[config.mk]
export PLATFORM = sky130hd
export DESIGN_NAME = lcd_bus_driver
export DESIGN_NICKNAME = d
export VERILOG_FILES = /design/src/rtl/lcd_bus_driver.sv
export SDC_FILE = /design/constraint.sdc
export NUM_CORES = 1
export LEC_CHECK = 0
export CAP_MARGIN = 25
export CORE_MARGIN = 2
export CORE_UTILIZATION = 37
export DETAILED_ROUTE_END_ITERATION = 7
export GPL_ROUTABILITY_DRIVEN = 0
export SYNTH_ARGS = -nofsm -noshare
export SYNTH_HDL_FRONTEND = slang
export SYNTH_SLANG_ARGS = --single-unit
[constraint.sdc]
create_clock -name clk -period 2.5 [get_ports clk]
set_clock_uncertainty 0.15 [all_clocks]
set_input_delay 0.5 -clock clk [delete_from_list [all_inputs] [get_ports clk]]
set_output_delay 0.5 -clock clk [all_outputs]
set_load 0.01 [all_outputs]
[src/rtl/lcd_bus_driver.sv]
// lcd_bus_driver: HD44780 physical-side bus controller.
// Executes 12-bit {code, arg} words from the command sequencer and owns all
// LCD bus timing: power-up wait, init sequence, enable pulses and execution
// delays. It paces the sequencer with a 2-cycle rdy strobe per fetch.
// Optional feature macro: LCD_BUS_INIT_EN. When it is defined, the power-up
// wait and the 7-byte init sequence are built in. When it is undefined, the
// block starts fetching right after reset.
module lcd_bus_driver #(
  parameter int POWERUP_CYC = 750000,
  parameter int E_CYC       = 12,
  parameter int CMD_CYC     = 2000,
  parameter int CLEAR_CYC   = 82000,
  parameter int SETTLE_CYC  = 4
) (
  input  logic        clk,
  input  logic        rst_n,
  input  logic [11:0] cmd,
  output logic        rdy,
  output logic        lcd_e,
  output logic        lcd_rs,
  output logic        lcd_rw,
  output logic [7:0]  lcd_data,
  output logic        init_done
);

  localparam int MAX_1   = (POWERUP_CYC > CLEAR_CYC) ? POWERUP_CYC : CLEAR_CYC;
  localparam int MAX_2   = (CMD_CYC > E_CYC) ? CMD_CYC : E_CYC;
  localparam int MAX_3   = (MAX_2 > SETTLE_CYC) ? MAX_2 : SETTLE_CYC;
  localparam int MAX_CYC = (MAX_1 > MAX_3) ? MAX_1 : MAX_3;
  localparam int CNT_W   = $clog2(MAX_CYC + 1);

  // Down-counter reload values: a state lasting N cycles is entered with N-1.
  localparam logic [CNT_W-1:0] FETCH_LD  = CNT_W'(1);
  localparam logic [CNT_W-1:0] SETTLE_LD = CNT_W'(SETTLE_CYC - 1);
  localparam logic [CNT_W-1:0] E_LD      = CNT_W'(E_CYC - 1);
  localparam logic [CNT_W-1:0] CMD_LEN   = CNT_W'(CMD_CYC);
  localparam logic [CNT_W-1:0] CLEAR_LEN = CNT_W'(CLEAR_CYC);

  typedef enum logic [3:0] {
    S_PWRUP, S_INIT, S_FETCH, S_SETTLE, S_DECODE,
    S_SETUP, S_EHIGH, S_HOLD, S_DELAY
  } state_t;

  state_t           state_q, state_d;
  logic [CNT_W-1:0] cnt_q, cnt_d;
  logic [CNT_W-1:0] dly_q, dly_d;
  logic [11:0]      cmd_q, cmd_d;
  logic             rdy_q, rdy_d;
  logic             lcd_e_q, lcd_e_d;
  logic             lcd_rs_q, lcd_rs_d;
  logic [7:0]       lcd_data_q, lcd_data_d;
  logic             init_done_q, init_done_d;
`ifdef LCD_BUS_INIT_EN
  logic [2:0]       init_idx_q, init_idx_d;
  logic [7:0]       init_byte;
  logic [CNT_W-1:0] init_len;
`endif

  // Decoded view of the latched command word.
  logic [3:0]       code;
  logic [7:0]       arg;
  logic             dec_bus;
  logic             dec_skip;
  logic             dec_rs;
  logic [7:0]       dec_data;
  logic [CNT_W-1:0] dec_len;

  assign code = cmd_q[11:8];
  assign arg  = cmd_q[7:0];

  // Translate the sequencer command into a bus byte, RS and execution delay.
  always_comb begin
    dec_bus  = 1'b0;
    dec_skip = 1'b0;
    dec_rs   = 1'b0;
    dec_data = 8'h00;
    dec_len  = CMD_LEN;
    case (code)
      4'd0: begin
        dec_bus  = 1'b1;
        dec_data = 8'h01;
        dec_len  = CLEAR_LEN;
      end
      4'd1: begin
        dec_bus  = 1'b1;
        dec_rs   = 1'b1;
        dec_data = arg;
      end
      4'd2: begin
        dec_bus  = 1'b1;
        dec_data = {2'b01, arg[5:0]};
      end
      4'd3: begin
        // Linear position 0..79 maps onto DDRAM rows at 0x00 and 0x40.
        if (arg < 8'd40) begin
          dec_bus  = 1'b1;
          dec_data = 8'h80 | arg;
        end else if (arg < 8'd80) begin
          dec_bus  = 1'b1;
          dec_data = 8'h80 | (arg + 8'd24);
        end else begin
          dec_skip = 1'b1;
        end
      end
      default: ;
    endcase
  end

`ifdef LCD_BUS_INIT_EN
  // Fixed 8-bit-mode init bytes; the first wake-up and the clear need the long delay.
  always_comb begin
    init_byte = 8'h30;
    init_len  = CMD_LEN;
    case (init_idx_q)
      3'd0: begin init_byte = 8'h30; init_len = CLEAR_LEN; end
      3'd1: init_byte = 8'h30;
      3'd2: init_byte = 8'h30;
      3'd3: init_byte = 8'h38;
      3'd4: init_byte = 8'h0C;
      3'd5: init_byte = 8'h06;
      3'd6: begin init_byte = 8'h01; init_len = CLEAR_LEN; end
      default: ;
    endcase
  end
`endif

  // Next-state logic: sequencing, counter reloads and bus value selection.
  always_comb begin
    state_d     = state_q;
    cnt_d       = cnt_q;
    dly_d       = dly_q;
    cmd_d       = cmd_q;
    lcd_rs_d    = lcd_rs_q;
    lcd_data_d  = lcd_data_q;
    init_done_d = init_done_q;
`ifdef LCD_BUS_INIT_EN
    init_idx_d  = init_idx_q;
`else
    init_done_d = 1'b1;
`endif
    case (state_q)
      S_PWRUP: begin
`ifdef LCD_BUS_INIT_EN
        // Counter leaves reset at zero, so the power-up wait counts upward.
        if (cnt_q == CNT_W'(POWERUP_CYC - 1)) begin
          state_d = S_INIT;
          cnt_d   = '0;
        end else begin
          cnt_d = cnt_q + CNT_W'(1);
        end
`else
        state_d = S_FETCH;
        cnt_d   = FETCH_LD;
`endif
      end
`ifdef LCD_BUS_INIT_EN
      S_INIT: begin
        lcd_rs_d   = 1'b0;
        lcd_data_d = init_byte;
        dly_d      = init_len;
        state_d    = S_SETUP;
        cnt_d      = E_LD;
      end
`endif
      S_FETCH: begin
        if (cnt_q == '0) begin
          state_d = S_SETTLE;
          cnt_d   = SETTLE_LD;
        end else begin
          cnt_d = cnt_q - CNT_W'(1);
        end
      end
      S_SETTLE: begin
        if (cnt_q == '0) begin
          cmd_d   = cmd;
          state_d = S_DECODE;
        end else begin
          cnt_d = cnt_q - CNT_W'(1);
        end
      end
      S_DECODE: begin
        if (dec_bus) begin
          lcd_rs_d   = dec_rs;
          lcd_data_d = dec_data;
          dly_d      = dec_len;
          state_d    = S_SETUP;
          cnt_d      = E_LD;
        end else if (dec_skip) begin
          state_d = S_FETCH;
          cnt_d   = FETCH_LD;
        end else begin
          dly_d   = dec_len;
          state_d = S_DELAY;
          cnt_d   = dec_len - CNT_W'(1);
        end
      end
      S_SETUP: begin
        if (cnt_q == '0) begin
          state_d = S_EHIGH;
          cnt_d   = E_LD;
        end else begin
          cnt_d = cnt_q - CNT_W'(1);
        end
      end
      S_EHIGH: begin
        if (cnt_q == '0) begin
          state_d = S_HOLD;
          cnt_d   = E_LD;
        end else begin
          cnt_d = cnt_q - CNT_W'(1);
        end
      end
      S_HOLD: begin
        if (cnt_q == '0) begin
          state_d = S_DELAY;
          cnt_d   = dly_q - CNT_W'(1);
        end else begin
          cnt_d = cnt_q - CNT_W'(1);
        end
      end
      S_DELAY: begin
        if (cnt_q == '0) begin
          state_d = S_FETCH;
          cnt_d   = FETCH_LD;
`ifdef LCD_BUS_INIT_EN
          if (!init_done_q) begin
            if (init_idx_q == 3'd6) begin
              init_done_d = 1'b1;
            end else begin
              init_idx_d = init_idx_q + 3'd1;
              state_d    = S_INIT;
              cnt_d      = '0;
            end
          end
`endif
        end else begin
          cnt_d = cnt_q - CNT_W'(1);
        end
      end
      default: begin
        state_d = S_PWRUP;
        cnt_d   = '0;
      end
    endcase
    // Strobes follow the next state so they are registered and aligned with it.
    rdy_d   = (state_d == S_FETCH);
    lcd_e_d = (state_d == S_EHIGH);
  end

  // Control and output registers, synchronous active-low reset.
  always_ff @(posedge clk) begin
    if (!rst_n) begin
      state_q     <= S_PWRUP;
      cnt_q       <= '0;
      dly_q       <= '0;
      rdy_q       <= 1'b0;
      lcd_e_q     <= 1'b0;
      lcd_rs_q    <= 1'b0;
      lcd_data_q  <= 8'h00;
      init_done_q <= 1'b0;
`ifdef LCD_BUS_INIT_EN
      init_idx_q  <= 3'd0;
`endif
    end else begin
      state_q     <= state_d;
      cnt_q       <= cnt_d;
      dly_q       <= dly_d;
      rdy_q       <= rdy_d;
      lcd_e_q     <= lcd_e_d;
      lcd_rs_q    <= lcd_rs_d;
      lcd_data_q  <= lcd_data_d;
      init_done_q <= init_done_d;
`ifdef LCD_BUS_INIT_EN
      init_idx_q  <= init_idx_d;
`endif
    end
  end

  // Command word latch; only meaningful once SETTLE has sampled it.
  always_ff @(posedge clk) begin
    cmd_q <= cmd_d;
  end

  assign rdy       = rdy_q;
  assign lcd_e     = lcd_e_q;
  assign lcd_rs    = lcd_rs_q;
  assign lcd_rw    = 1'b0;
  assign lcd_data  = lcd_data_q;
  assign init_done = init_done_q;

endmodule

Word-level counts from Yosys, hierarchy flattened
Index checks and enable logic that the tools add are counted.

word-level totals
  register bits = 68
  input port bits = 14
  output and inout port bits = 13
  logic and storage cells = 68

operators by class
  $add $sub $neg = 4
  $lt $le $gt $ge = 2
  equality and inequality tests = 14
  mux-type cells = 31
  reductions and logical operators = 8

operators with widths
  kind                   count
  $mux 20                9
  $pmux 20 s7            1
  $sub 20x1->20 const B  3
  $mux 4                 8
  $pmux 4 s8             1
  $pmux 8 s4             1
  $eq 4x2->1 const B     5
  $eq 4x3->1 const B     5
  $logic_not 20->1       1
  $mux 17                1
  $mux 8                 2
  $logic_not 4->1        2
  $lt 8x6->1 const B     1
  $lt 8x7->1 const B     1
  $add 7x5->7 const B    1
  $mux 1                 7
  $reduce_and 2->1       3
  $eq 4x1->1 const B     1
  $eq 4x4->1 const B     1
  $ne 2x2->1 const B     2
  $reduce_or 3->1        1
  $pmux 1 s2             1
  $reduce_or 2->1        1

Depth between registers and ports, before layout
  depth after elaboration = 8
  mapped depth = 10
  mapped depth without buffers = 8

Worst setup path before layout
No wires, ideal clock.

  path type = register to register
  start = register cnt_q[8]
  end = register cnt_q[1]
  setup time = 0.131 ns
  data arrival time = 2.173 ns
  required time = 2.219 ns
  setup slack = 0.046 ns
  cell stages (with the launch flop) = 8
  path buffers = 1
  period minus slack after synthesis = 2.454 ns
  path through = dfxtp_1 -> nor4_2 -> nand2_1 -> clkbuf_1 -> nor3_2 -> nor2_1 -> a31oi_1 -> a21oi_1

on the way
  word-level cells in the longest chain between the ends = 3
  elaborated cells between the ends (all ways) = 7
  those cells by class = 1 x eq/ne; 5 x mux; 1 x reduce/logical

RTL lines
  element                     RTL line  source
  start: declaration          45        logic [CNT_W-1:0] cnt_q, cnt_d;
  start signal: assignment    266       cnt_q <= cnt_d;
  $logic_not 20->1 (*)        n/a
  $mux 20 (on tied branches)  n/a
  $pmux 20 s7                 141       case (state_q)

Mark *: on every way between the ends. The rest lies on a longest branch, timed or not.
A chain may end at the register's enable or synchronous reset.

Worst setup path after layout
  start = register cnt_q[4]
  end = register cnt_q[12]

on the way
  word-level cells in the longest chain between the ends = 3
  elaborated cells between the ends (all ways) = 9
  those cells by class = 1 x add/sub; 1 x eq/ne; 6 x mux; 1 x reduce/logical

RTL lines
  element                                                   RTL line
  $sub 20x1->20 / $logic_not 20->1 (equally long branches)  n/a
  $mux 20 (on tied branches)                                n/a
  $pmux 20 s7                                               141

Several ways; a longest one is shown, not always the timed one. The select of a mux whose other input is x is not followed.

==> flow_summary.ini <==
[finish]
total_of_fill_cells_in_the_finished_design = 720
most-common-layout-cells = 39 x dfxtp_1, 35 x nor2_1, 32 x nand2_1
layout.core_utilization = 0.461
final_area_um2 = 3350
area_growth_pct = 21.2
instances_no_fill = 469
drive_above_1_share = 0.119
most_common_cell_after_layout_fill_and_taps_aside = dfxtp_1
antenna_diode_count = 0
finalNetCount = 389

[min_path]
holdPathStages = 2
holdCritPathClass = flop to flop
worstHoldEndpoint = lcd_data[6]
worst_hold_startpoint = lcd_data[6]

[critical_path]
worst_path_dominant_cell_family = simple AND/OR/NAND/NOR gates
ws_path_type = flop to flop
worst_ep_required_time_ns = 2.55
capture_point_of_the_worst_reg_to_reg_path = cnt_q[12]
worst_setup_path_end_kind = flop
cp_num_buf_inv = 2
crit_path_cell_trace = nor4_4, nand4_4, nor2_1, buf_4, nor2_1, nor4_2, buf_4, nor3_1
crit_path_max_fanout = 9
critical_path.max_stage_delay_ns = 0.45
worstSetupStartpointType = flop
setup.reg_to_reg.worst_slack_ns = 0.13
reg2reg_depth = 8
worst_path_max_delay_cell = nor4_4
regToRegStartpoint = cnt_q[4]
critical_path_arrival_ns = 2.41

[timing]
tightestPinTransition_ns = 0.487
setup-tns-final_ns = 0
drv_slew = 0
post-route-min-period_ns = 2.37
finalSetupViolations = 0
timing.final.hold_violations = 0
slew_headroom = 0.672
setup_slack_ns = 0.132
fmaxAchievable_ghz = 0.422
fin_crit_sh = 0.947
holdWs_ns = 0.319

[global_route]
grt_start_max_net_pins = 17
grt_first_pass_wirelength_um = 11700
grt_overflow = 0
antenna_found_initial = 0
vias_in_the_first_global_route = 2470
groute.usage.overall = 0.172

[clock_network]
ctsHtreeMaxLevel = 2
cts_root_buffer = clkbuf_8
cts.repair_timing.setup_buffer_count = 0
path_clk_slew_ns = 0.10
cts-buffers-inserted = 5
tritoncts = yes
cts_buffer_depth = 2
clock-sinks = 51
clk-insertion-delay-late_ns = 0.31

[synthesis]
mean_cell_area_of_the_mapped_netlist_um2 = 8.39
synth_top_family_by_area = simple AND/OR/NAND/NOR gates
synth.area.mux_share = 0.00408
synth-seq-area-share = 0.413
ys_ff_latch = 51
synth_cells = 329
yosys.area_share.simple = 0.265
syn-num-nets = 349
ys_async_sr_fraction = 0
post_synthesis_share_of_cell_area_spent_on_xor_and_xnor_gates = 0.0476
ys_warn_count = 0
synth_compound_area_frac = 0.195
synth_enable_flop_cells = 12
post_synthesis_adder_cell_area_fraction = 0.0308
mappedNetlistArea_um2 = 2760
ys_types = 60
synth_ff_type = dfxtp_1

[detailed_routing]
initialDrtViolationCount = 323
route.detailed.wl_per_inst_um = 15.0
wl_um = 7020
drt-pass1-iter-count = 5
drc = 0
routed-via-count = 2598
detail-route-antenna-nets = 0
post_drt_via_cell_ratio = 5.54

[power]
power-per-cell-area_nw_per_um2 = 1050
vdd.ir_drop.worst_mv = 0.324
leakagePower_nw = 1.24
power.total_mw = 3.52

[place]
place.detailed.hpwl_um = 5260
detailed_place.area_um2 = 3250
io_buffers = 25
pre_cts_slack_ns = 0.125
dpl.cell_count = 461

[floorplan]
fp.coreArea_um2 = 7250
initial_cell_density_of_the_core = 0.381
die_w_um = 90.4
die_y_um = 90.4
die_area_um2 = 8170
design.portCount = 27
row_count = 31

[status]
outcome = completed

[run]
timing.max_cap.violations = 0
## worst reg2reg max path, cell delays in order (launching register included)
cell	delay (ns)
dfxtp_1	0.39
nor4_4	0.45
nand4_4	0.24
nor2_1	0.15
buf_4	0.18
nor2_1	0.12
nor4_2	0.36
buf_4	0.18
nor3_1	0.04
## synthesized netlist by cell type (2+ instances only)
cell type,n,share of area
dfxtp_1,39,0.28
nor2_1,35,0.048
nand2_1,32,0.044
nor3_1,24,0.044
a21oi_1,22,0.040
o21ai_0,18,0.033
clkbuf_1,13,0.018
inv_1,13,0.018
edfxtp_1,12,0.13
nand3_1,12,0.022
xor2_1,8,0.025
o22ai_1,7,0.016
xnor2_1,7,0.022
a31oi_1,6,0.014
ha_1,6,0.027
nor4_1,6,0.014
and2_1,5,0.011
nand2b_1,5,0.011
nand3b_1,4,0.011
or3_1,4,0.0091
o41a_1,3,0.012
or2_2,3,0.0068
a211oi_1,2,0.0054
a22o_1,2,0.0063
buf_2,2,0.0036
nor2b_1,2,0.0045
o211ai_1,2,0.0054
o21a_1,2,0.0054
o31a_1,2,0.0063
## per-layer routing
layer / vias to the layer above / share of wire / GRT usage
met5: - / 0 / 0
met2: 104 / 0.45 / 0.277
met4: 0 / 0.015 / 0.0513
li1: 1271 / - / -
met3: 12 / 0.054 / 0.0309
met1: 1211 / 0.48 / 0.237
## how the worst max path moves through the flow
| stage | startpoint | endpoint | slack (ns) | depth (start not counted) |
|---|---|---|---|---|
| floorplan | cnt_q[8] | cnt_q[1] | 0.05 | 7 |
| global placement | rst_n | cnt_q[4] | 0.06 | 6 |
| detailed placement | cnt_q[4] | cnt_q[12] | 0.13 | 8 |
| CTS | cnt_q[4] | cnt_q[12] | 0.1 | 8 |
| global route | cnt_q[0] | cnt_q[11] | -0.01 | 10 |
| finish | cnt_q[4] | cnt_q[12] | 0.13 | 8 |
## flip-flops by register name, summed over array words and instances (netlist names)
signal / flops
lcd_e: 1
dly_q: 3
lcd_rs: 1
init_done: 1
state_q: 4
cnt_q: 20
lcd_data: 8
rdy: 1
cmd_q: 12
## final cells by class
type,instances,area [um^2],area share
flip-flops and latches,51,1140,0.341
multi-input cells,248,1510,0.451
inverters,14,52.6,0.0157
repair buffers,49,430,0.129
well taps,99,124,0.0370
clock inverters,3,20.0,0.00598
clock buffers,5,68.8,0.0206
## cells by family after synthesis
logic type | count (synthesis)
compound gates | 82
fa+ha+maj | 7
flops | 51
xor+xnor | 15
mux | 1
simple gates | 142
buf+inv | 30
other cells | 1
## what timing repair did
| item | CTS | global route |
|---|---|---|
| gates resized for setup | 0 | 2 |
| endpoints found under the setup margin | 0 | 4 |
| hold buffers | 0 | 0 |
## power by group
part / internal, mW / switching, mW / total, mW
Clock: 0.195 / 0.283 / 0.478
Combinational: 0.840 / 1.06 / 1.90
Sequential: 0.993 / 0.154 / 1.15
(Power assumes the default switching activity.)
